===== config.mk =====
export PLATFORM = sky130hd
export DESIGN_NAME = usb_rx_pkt
export DESIGN_NICKNAME = d
export VERILOG_FILES = /design/src/rtl/usb_rx_pkt_pkg.sv /design/src/rtl/usb_rx_pkt_crc.sv /design/src/rtl/usb_rx_pkt.sv
export SDC_FILE = /design/constraint.sdc
export NUM_CORES = 1
export LEC_CHECK = 0
export ABC_AREA = 1
export ABC_CLOCK_PERIOD_IN_PS = 3050
export CORE_UTILIZATION = 45
export DETAILED_ROUTE_END_ITERATION = 10
export PLACE_DENSITY = 0.66
export SYNTH_ARGS = -nofsm -noshare
export SYNTH_HDL_FRONTEND = slang
export SYNTH_SLANG_ARGS = --single-unit
export TNS_END_PERCENT = 10

===== constraint.sdc =====
create_clock -name clk -period 3.05 [get_ports clk]
set_input_delay 0.61 -clock clk [delete_from_list [all_inputs] [get_ports clk]]
set_output_delay 0.61 -clock clk [all_outputs]
set_load 0.01 [all_outputs]

===== src/rtl/usb_rx_pkt_pkg.sv =====
// Shared types and constants for the USB packet receive controller.
// PID encodings, FSM state encoding, CRC polynomials and good-packet residuals.
// Also holds the PID classifier used when the first byte of a packet arrives.
package usb_rx_pkt_pkg;

  typedef enum logic [3:0] {
    PID_RSVD  = 4'b0000,
    PID_OUT   = 4'b0001,
    PID_IN    = 4'b1001,
    PID_SOF   = 4'b0101,
    PID_SETUP = 4'b1101,
    PID_DATA0 = 4'b0011,
    PID_DATA1 = 4'b1011,
    PID_DATA2 = 4'b0111,
    PID_MDATA = 4'b1111,
    PID_ACK   = 4'b0010,
    PID_NAK   = 4'b1010,
    PID_STALL = 4'b1110,
    PID_NYET  = 4'b0110,
    PID_PRE   = 4'b1100,
    PID_SPLIT = 4'b1000,
    PID_PING  = 4'b0100
  } pid_t;

  typedef enum logic [2:0] {
    ST_IDLE, ST_PID, ST_TOKEN, ST_DATA, ST_HSK, ST_DRAIN, ST_END
  } state_t;

  localparam logic [4:0]  CRC5_POLY      = 5'b00101;
  localparam logic [4:0]  CRC5_INIT      = 5'b11111;
  localparam logic [4:0]  CRC5_RESIDUAL  = 5'b01100;
  localparam logic [15:0] CRC16_POLY     = 16'h8005;
  localparam logic [15:0] CRC16_INIT     = 16'hFFFF;
  localparam logic [15:0] CRC16_RESIDUAL = 16'h800D;

  // Where a packet goes after its PID byte; bad complement or unsupported PIDs drain.
  function automatic state_t pid_dest(input logic [7:0] b);
    state_t d;
    d = ST_DRAIN;
    if (b[7:4] == ~b[3:0]) begin
      case (pid_t'(b[3:0]))
        PID_OUT, PID_IN, PID_SOF, PID_SETUP, PID_PING:   d = ST_TOKEN;
        PID_DATA0, PID_DATA1, PID_DATA2, PID_MDATA:      d = ST_DATA;
        PID_ACK, PID_NAK, PID_STALL, PID_NYET:           d = ST_HSK;
        default:                                         d = ST_DRAIN;
      endcase
    end
    return d;
  endfunction

endpackage


===== src/rtl/usb_rx_pkt_crc.sv =====
// Combinational one-byte step of the USB CRC5 and CRC16 registers.
// Latency: zero (pure logic); bits consumed LSB first as they were on the wire.
// No flow control; the caller decides when to commit the result.
module usb_crc_byte
  import usb_rx_pkt_pkg::*;
(
  input  logic [4:0]  crc5_in,
  input  logic [15:0] crc16_in,
  input  logic [7:0]  data,
  output logic [4:0]  crc5_out,
  output logic [15:0] crc16_out
);

  // Eight serial shift steps unrolled: feedback is incoming bit xor register MSB.
  always_comb begin
    crc5_out  = crc5_in;
    crc16_out = crc16_in;
    for (int i = 0; i < 8; i++) begin
      if (data[i] ^ crc5_out[4]) crc5_out = {crc5_out[3:0], 1'b0} ^ CRC5_POLY;
      else                       crc5_out = {crc5_out[3:0], 1'b0};
      if (data[i] ^ crc16_out[15]) crc16_out = {crc16_out[14:0], 1'b0} ^ CRC16_POLY;
      else                         crc16_out = {crc16_out[14:0], 1'b0};
    end
  end

endmodule


===== src/rtl/usb_rx_pkt.sv =====
// Packet-level USB receive: PID check, token/SOF field extraction, DATA payload with CRC strip.
// Latency: payload byte n leaves one cycle after byte n+2 arrives; pkt_end one cycle after rx_active falls.
// No backpressure: the receiver byte stream is consumed as it arrives, outputs are single-cycle pulses.
module usb_rx_pkt
  import usb_rx_pkt_pkg::*;
#(
  parameter int MAX_PAYLOAD = 1023
) (
  input  logic        clk,
  input  logic        reset,
  input  logic [7:0]  rx_data,
  input  logic        rx_valid,
  input  logic        rx_active,
  input  logic        rx_error,
  output logic [3:0]  pid,
  output logic [6:0]  tok_addr,
  output logic [3:0]  tok_endp,
  output logic [10:0] frame_no,
  output logic        tok_valid,
  output logic [7:0]  pl_data,
  output logic        pl_valid,
  output logic        pkt_end,
  output logic        pkt_ok,
  output logic        err_pid,
  output logic        err_crc,
  output logic        err_len,
  output logic        err_rx
);

  // Byte count after PID at which the next arriving byte would push payload past the limit.
  localparam logic [15:0] LEN_LIMIT = 16'(MAX_PAYLOAD + 2);

  state_t      state, state_d, dest, eff;
  logic        act_q;
  logic [4:0]  crc5, crc5_nx, crc5_after;
  logic [15:0] crc16, crc16_nx, crc16_after;
  logic [15:0] cnt, cnt_inc, cnt_after;
  logic [7:0]  hold0, hold1;
  logic        start_pkt, pid_load, tok_take, data_take, emit, go_end, tok_ok;
  logic        set_pid, set_crc, set_len, set_rx;

  usb_crc_byte u_crc (
    .crc5_in   (crc5),
    .crc16_in  (crc16),
    .data      (rx_data),
    .crc5_out  (crc5_nx),
    .crc16_out (crc16_nx)
  );

  assign cnt_inc = (cnt == 16'hFFFF) ? cnt : cnt + 16'd1;

  // State register.
  always_ff @(posedge clk) begin
    if (reset) state <= ST_IDLE;
    else       state <= state_d;
  end

  // Next state and per-cycle strobes; a byte arriving with the rx_active fall is folded in before end checks.
  always_comb begin
    state_d     = state;
    start_pkt   = 1'b0;
    pid_load    = 1'b0;
    tok_take    = 1'b0;
    data_take   = 1'b0;
    emit        = 1'b0;
    go_end      = 1'b0;
    tok_ok      = 1'b0;
    set_pid     = 1'b0;
    set_crc     = 1'b0;
    set_len     = 1'b0;
    set_rx      = 1'b0;
    dest        = pid_dest(rx_data);
    eff         = state;
    cnt_after   = cnt;
    crc5_after  = crc5;
    crc16_after = crc16;
    case (state)
      ST_IDLE: if (rx_active && !act_q) begin
        state_d   = ST_PID;
        start_pkt = 1'b1;
      end
      ST_PID: begin
        if (rx_valid) begin
          pid_load = 1'b1;
          state_d  = dest;
          eff      = dest;
          set_pid  = (dest == ST_DRAIN);
        end else if (!rx_active) begin
          set_len = 1'b1;
        end
      end
      ST_TOKEN: if (rx_valid) begin
        tok_take   = 1'b1;
        cnt_after  = cnt_inc;
        crc5_after = crc5_nx;
      end
      ST_DATA: if (rx_valid) begin
        data_take   = 1'b1;
        cnt_after   = cnt_inc;
        crc16_after = crc16_nx;
        if (cnt >= 16'd2) begin
          if (cnt >= LEN_LIMIT) set_len = 1'b1;
          else                  emit    = 1'b1;
        end
      end
      ST_HSK: if (rx_valid) set_len = 1'b1;
      ST_END: state_d = ST_IDLE;
      default: ;
    endcase
    if (state != ST_IDLE && state != ST_END) begin
      if (rx_active && rx_error) begin
        state_d   = ST_DRAIN;
        set_rx    = 1'b1;
        pid_load  = 1'b0;
        tok_take  = 1'b0;
        data_take = 1'b0;
        emit      = 1'b0;
        set_pid   = 1'b0;
        set_len   = 1'b0;
      end else if (!rx_active) begin
        state_d = ST_END;
        go_end  = 1'b1;
        if (eff == ST_TOKEN) begin
          if (cnt_after != 16'd2)           set_len = 1'b1;
          if (crc5_after != CRC5_RESIDUAL)  set_crc = 1'b1;
          tok_ok = (cnt_after == 16'd2) && (crc5_after == CRC5_RESIDUAL);
        end
        if (eff == ST_DATA) begin
          if (cnt_after < 16'd2)              set_len = 1'b1;
          if (crc16_after != CRC16_RESIDUAL)  set_crc = 1'b1;
        end
      end
    end
  end

  // Datapath: CRC/count registers, two-byte holdback, field latches, sticky error flags and pulses.
  always_ff @(posedge clk) begin
    if (reset) begin
      act_q     <= 1'b1;  // a packet already in flight at reset is not mistaken for a new one
      crc5      <= CRC5_INIT;
      crc16     <= CRC16_INIT;
      cnt       <= 16'd0;
      hold0     <= 8'd0;
      hold1     <= 8'd0;
      pid       <= 4'd0;
      tok_addr  <= 7'd0;
      tok_endp  <= 4'd0;
      frame_no  <= 11'd0;
      tok_valid <= 1'b0;
      pl_data   <= 8'd0;
      pl_valid  <= 1'b0;
      pkt_end   <= 1'b0;
      pkt_ok    <= 1'b0;
      err_pid   <= 1'b0;
      err_crc   <= 1'b0;
      err_len   <= 1'b0;
      err_rx    <= 1'b0;
    end else begin
      act_q     <= rx_active;
      pkt_end   <= go_end;
      pkt_ok    <= go_end & ~(err_pid | err_crc | err_len | err_rx |
                              set_pid | set_crc | set_len | set_rx);
      tok_valid <= tok_ok;
      pl_valid  <= emit;
      if (emit) pl_data <= hold0;
      if (start_pkt) begin
        crc5    <= CRC5_INIT;
        crc16   <= CRC16_INIT;
        cnt     <= 16'd0;
        err_pid <= 1'b0;
        err_crc <= 1'b0;
        err_len <= 1'b0;
        err_rx  <= 1'b0;
      end else begin
        err_pid <= err_pid | set_pid;
        err_crc <= err_crc | set_crc;
        err_len <= err_len | set_len;
        err_rx  <= err_rx  | set_rx;
      end
      if (pid_load) pid <= rx_data[3:0];
      if (tok_take) begin
        crc5  <= crc5_nx;
        cnt   <= cnt_inc;
        hold1 <= rx_data;
        if (cnt == 16'd1) begin
          tok_addr <= hold1[6:0];
          tok_endp <= {rx_data[2:0], hold1[7]};
          frame_no <= {rx_data[2:0], hold1};
        end
      end
      if (data_take) begin
        crc16 <= crc16_nx;
        cnt   <= cnt_inc;
        hold0 <= hold1;
        hold1 <= rx_data;
      end
    end
  end

endmodule

==> impl_metrics.csv <==
group,metric,value,unit
clock_tree,insertion_delay,0.37,ns
synthesis,synth_area_leaders,"dfxtp_1, nand2_1, a21oi_1",
synthesis,yosys.area.top_type,"dfxtp_1",
route,num_vias,4523,
global_routing,grtUsageTotal,0.227,
min_path,hold_path_depth,2,
timing,rsz0062_at_grt,"no",
placed_design,place_inst,855,
synthesis,synthDistinctLibCells,38,
floorplanning,core,0.0103,sq mm
finish,multi_input_area,0.00254,sq mm
route,wl,12000,um
min_path,hp-class,"reg -> reg",
global_routing,grt_pass1_vias,4027,
clock_tree,cts_buffers,9,
power,ir_worst_vdd,255,uV
synthesis,syn_area,0.00478,sq mm
floorplanning,die_w,105,um
synthesis,synth_ff_type,"dfxtp_1",
route,drt-initial-drc-count,186,
setup_path,startpoint,"rx_data[2]",
synthesis,post-synth-top-count-cell,"nand2_1",
finish,regArea,0.00176,sq mm
route,vias_per_cell,5.19,
synthesis,synth_fp_nets,692,
finish,area_growth,19.6,%
power,power.leakage,2.36,nW
setup_path,crit_path_start_kind,"input pin",
finish,n_antenna_cell,0,
placed_design,portBuffers,54,
timing,finClkSkew,0.0151,ns
synthesis,async_flop_share,0,
placed_design,dp_slack,-0.0898,ns
min_path,holdPathEnd,"err_rx",
finish,final_cells,871,
global_routing,grt_pass1_wl,20000,um
synthesis,ys_seq_elements,88,
clock_tree,cts_resized,0,
setup_path,r2r-start,"cnt[0]",
floorplanning,start_util,0.463,
route,drc_errors,0,
clock_tree,cts_buffer_depth,2,
power,power_density,416,mW/mm^2
clock_tree,clockRootBuffer,"clkbuf_8",
timing,slew_violations,0,
setup_path,cp.arrival,3.03,ns
timing,hold_violations,0,
clock_tree,cts_tree,"built",
setup_path,cp_max_fo,6,
floorplanning,die_h,105,um
synthesis,ys_seq_area_frac,0.369,
flow_run,cap_violations,0,
setup_path,worstPathRequired,3.31,ns
finish,num-fill-cells,1014,
setup_path,path_class,"in -> reg",
min_path,min-delay-start,"err_rx",
finish,nets,750,
floorplanning,rows,37,
route,ant_nets,0,
synthesis,syn_avg_cell_area,7.11,sq um
clock_tree,htree_levels,3,
floorplanning,pin_count,55,
clock_tree,cts.sinks,88,
setup_path,regToRegSetupSlack,0.38,ns
clock_tree,clk_pin_slew,0.08,ns
timing,max_clock_freq,361,MHz
floorplanning,dieArea,0.0110,sq mm
route,wl_per_cell,13.7,um
timing,post-route-period-util,0.908,
setup_path,worstSetupEndpointType,"register",
timing,relSlewSlack,0.678,
placed_design,dp_hpwl,9020,um
placed_design,place.gp.congestion,0.933,
synthesis,synth_edf_count,0,
timing,hold_ws,0.478,ns
timing,period_minus_slack,2.77,ns
timing,worst_slack,0.281,ns
synthesis,synth_top_area_frac,0.369,
synthesis,ys_warn_count,0,
synthesis,synth_commonest_cells,"nand2_1, dfxtp_1, inv_1",
global_routing,grt_max_degree,57,
global_routing,overflow,0,
clock_tree,holdBufCountCts,0,
finish,drive_gt1_frac,0.116,
synthesis,syn_inst,672,
setup_path,rr_worst_depth,16,
timing,final-setup-viol-count,0,
route,drtPass1Iterations,5,
global_routing,antenna_found_initial,0,
timing,worstMarginPinSlew,0.484,ns
outcome,status,"complete, no violations",
clock_tree,post_cts_buffers,0,
setup_path,reg2reg_to,"err_len",
[worst max path at each step]
stage                 to  slack [ns]  cells past startpoint
2_1_floorplan  crc16[15]        0.70                     18
3_3_place_gp      pkt_ok       -0.06                     17
3_5_place_dp      pkt_ok       -0.09                     21
4_1_cts           pkt_ok        0.29                     20
5_1_grt           pkt_ok        0.02                     20
6_report          pkt_ok        0.28                     21
[cells in the final DEF, fill, tap and decap left out, drive strengths merged, types with 2 or more instances in the layout]
cell / n
nand3: 25
nand3b: 3
clkinv: 2
nand4: 9
o21ai: 59
and3: 2
inv: 86
ha: 7
nor2: 77
o22ai: 15
xnor2: 20
or2: 4
dfxtp: 88
a211oi: 6
nor4: 8
clkdlybuf4s50: 54
a2bb2oi: 2
nand2: 138
clkbuf: 10
xor2: 18
a21oi: 57
nor3: 17
buf: 22
clkinvlp: 2
[where the power goes]
| group | internal, mW | total [mW] | switching [mW] |
|---|---|---|---|
| combinational | 0.137 | 0.356 | 0.219 |
| sequential | 1.17 | 1.18 | 0.0144 |
| clock | 0.391 | 0.841 | 0.450 |
| total | 1.70 | 2.38 | 0.683 |
[flip-flops by register name, summed over array words and instances, names as in the netlist]
register and count:
crc5 5, err_rx 1, pkt_ok 1, tok_endp 4, pid 4, state 3
hold1 8, err_pid 1, act_q 1, frame_no 1, pl_data 8, tok_addr 6
err_len 1, hold0 8, pkt_end 1, err_crc 1, crc16 16, cnt 16
tok_valid 1, pl_valid 1
[layout make-up]
class | instances | area share
sequential | 88 | 0.308
inverter | 85 | 0.0558
clock buffer | 10 | 0.0223
timing repair buffer | 76 | 0.126
tap | 136 | 0.0298
multi-input combinational | 470 | 0.445
clock inverter | 6 | 0.0129
[metrics by stage]
stage / TNS [ns] / cell area (sq um) / power (mW) / utilization
detailed placement: -0.212 / 5510 / 1.56 / 0.534
global placement: -0.0937 / 5510 / 1.56 / 0.534
finish: 0 / 5710 / 2.38 / 0.553
global route: 0 / 5710 / 2.49 / 0.553
CTS: 0 / 5710 / 2.39 / 0.553
floorplan: 0 / 4780 / 1.44 / -
[critical path: stages]
cell             delay [ns]
clkdlybuf4s50_1        0.60
xnor2_2                0.41
inv_1                  0.10
nand3_1                0.08
nand3b_1               0.12
nand2_1                0.10
nand2_2                0.07
nand2_2                0.06
nand2_2                0.07
nand2_4                0.08
nand2_2                0.06
nand2_2                0.07
nand2_2                0.06
nand4_1                0.11
nand2_1                0.07
nand2_1                0.06
nand2_1                0.05
nand2_1                0.05
nand2_1                0.07
nand3_1                0.09
nor2_2                 0.04
[per-layer routing]
metal  vias to the layer above  track usage  wire length (um)
li1                       2298            -                 -
met1                      2063        0.309              5520
met2                       143        0.367              5720
met3                        19       0.0430               595
met4                         0       0.0634               142
met5                         -            0                 0
[cell families (layout without fill, tap and decap cells)]
group	Yosys count	in the layout	share of synthesized area
DFF	88	88	0.369
adders and majority gates	7	7	0.0183
buffers and inverters	114	177	0.0992
AOI/OAI and AO/OA	142	142	0.160
and+or+nand+nor	283	283	0.281
xor gates and xnor gates	38	38	0.0728
(Power assumes the default switching activity.)
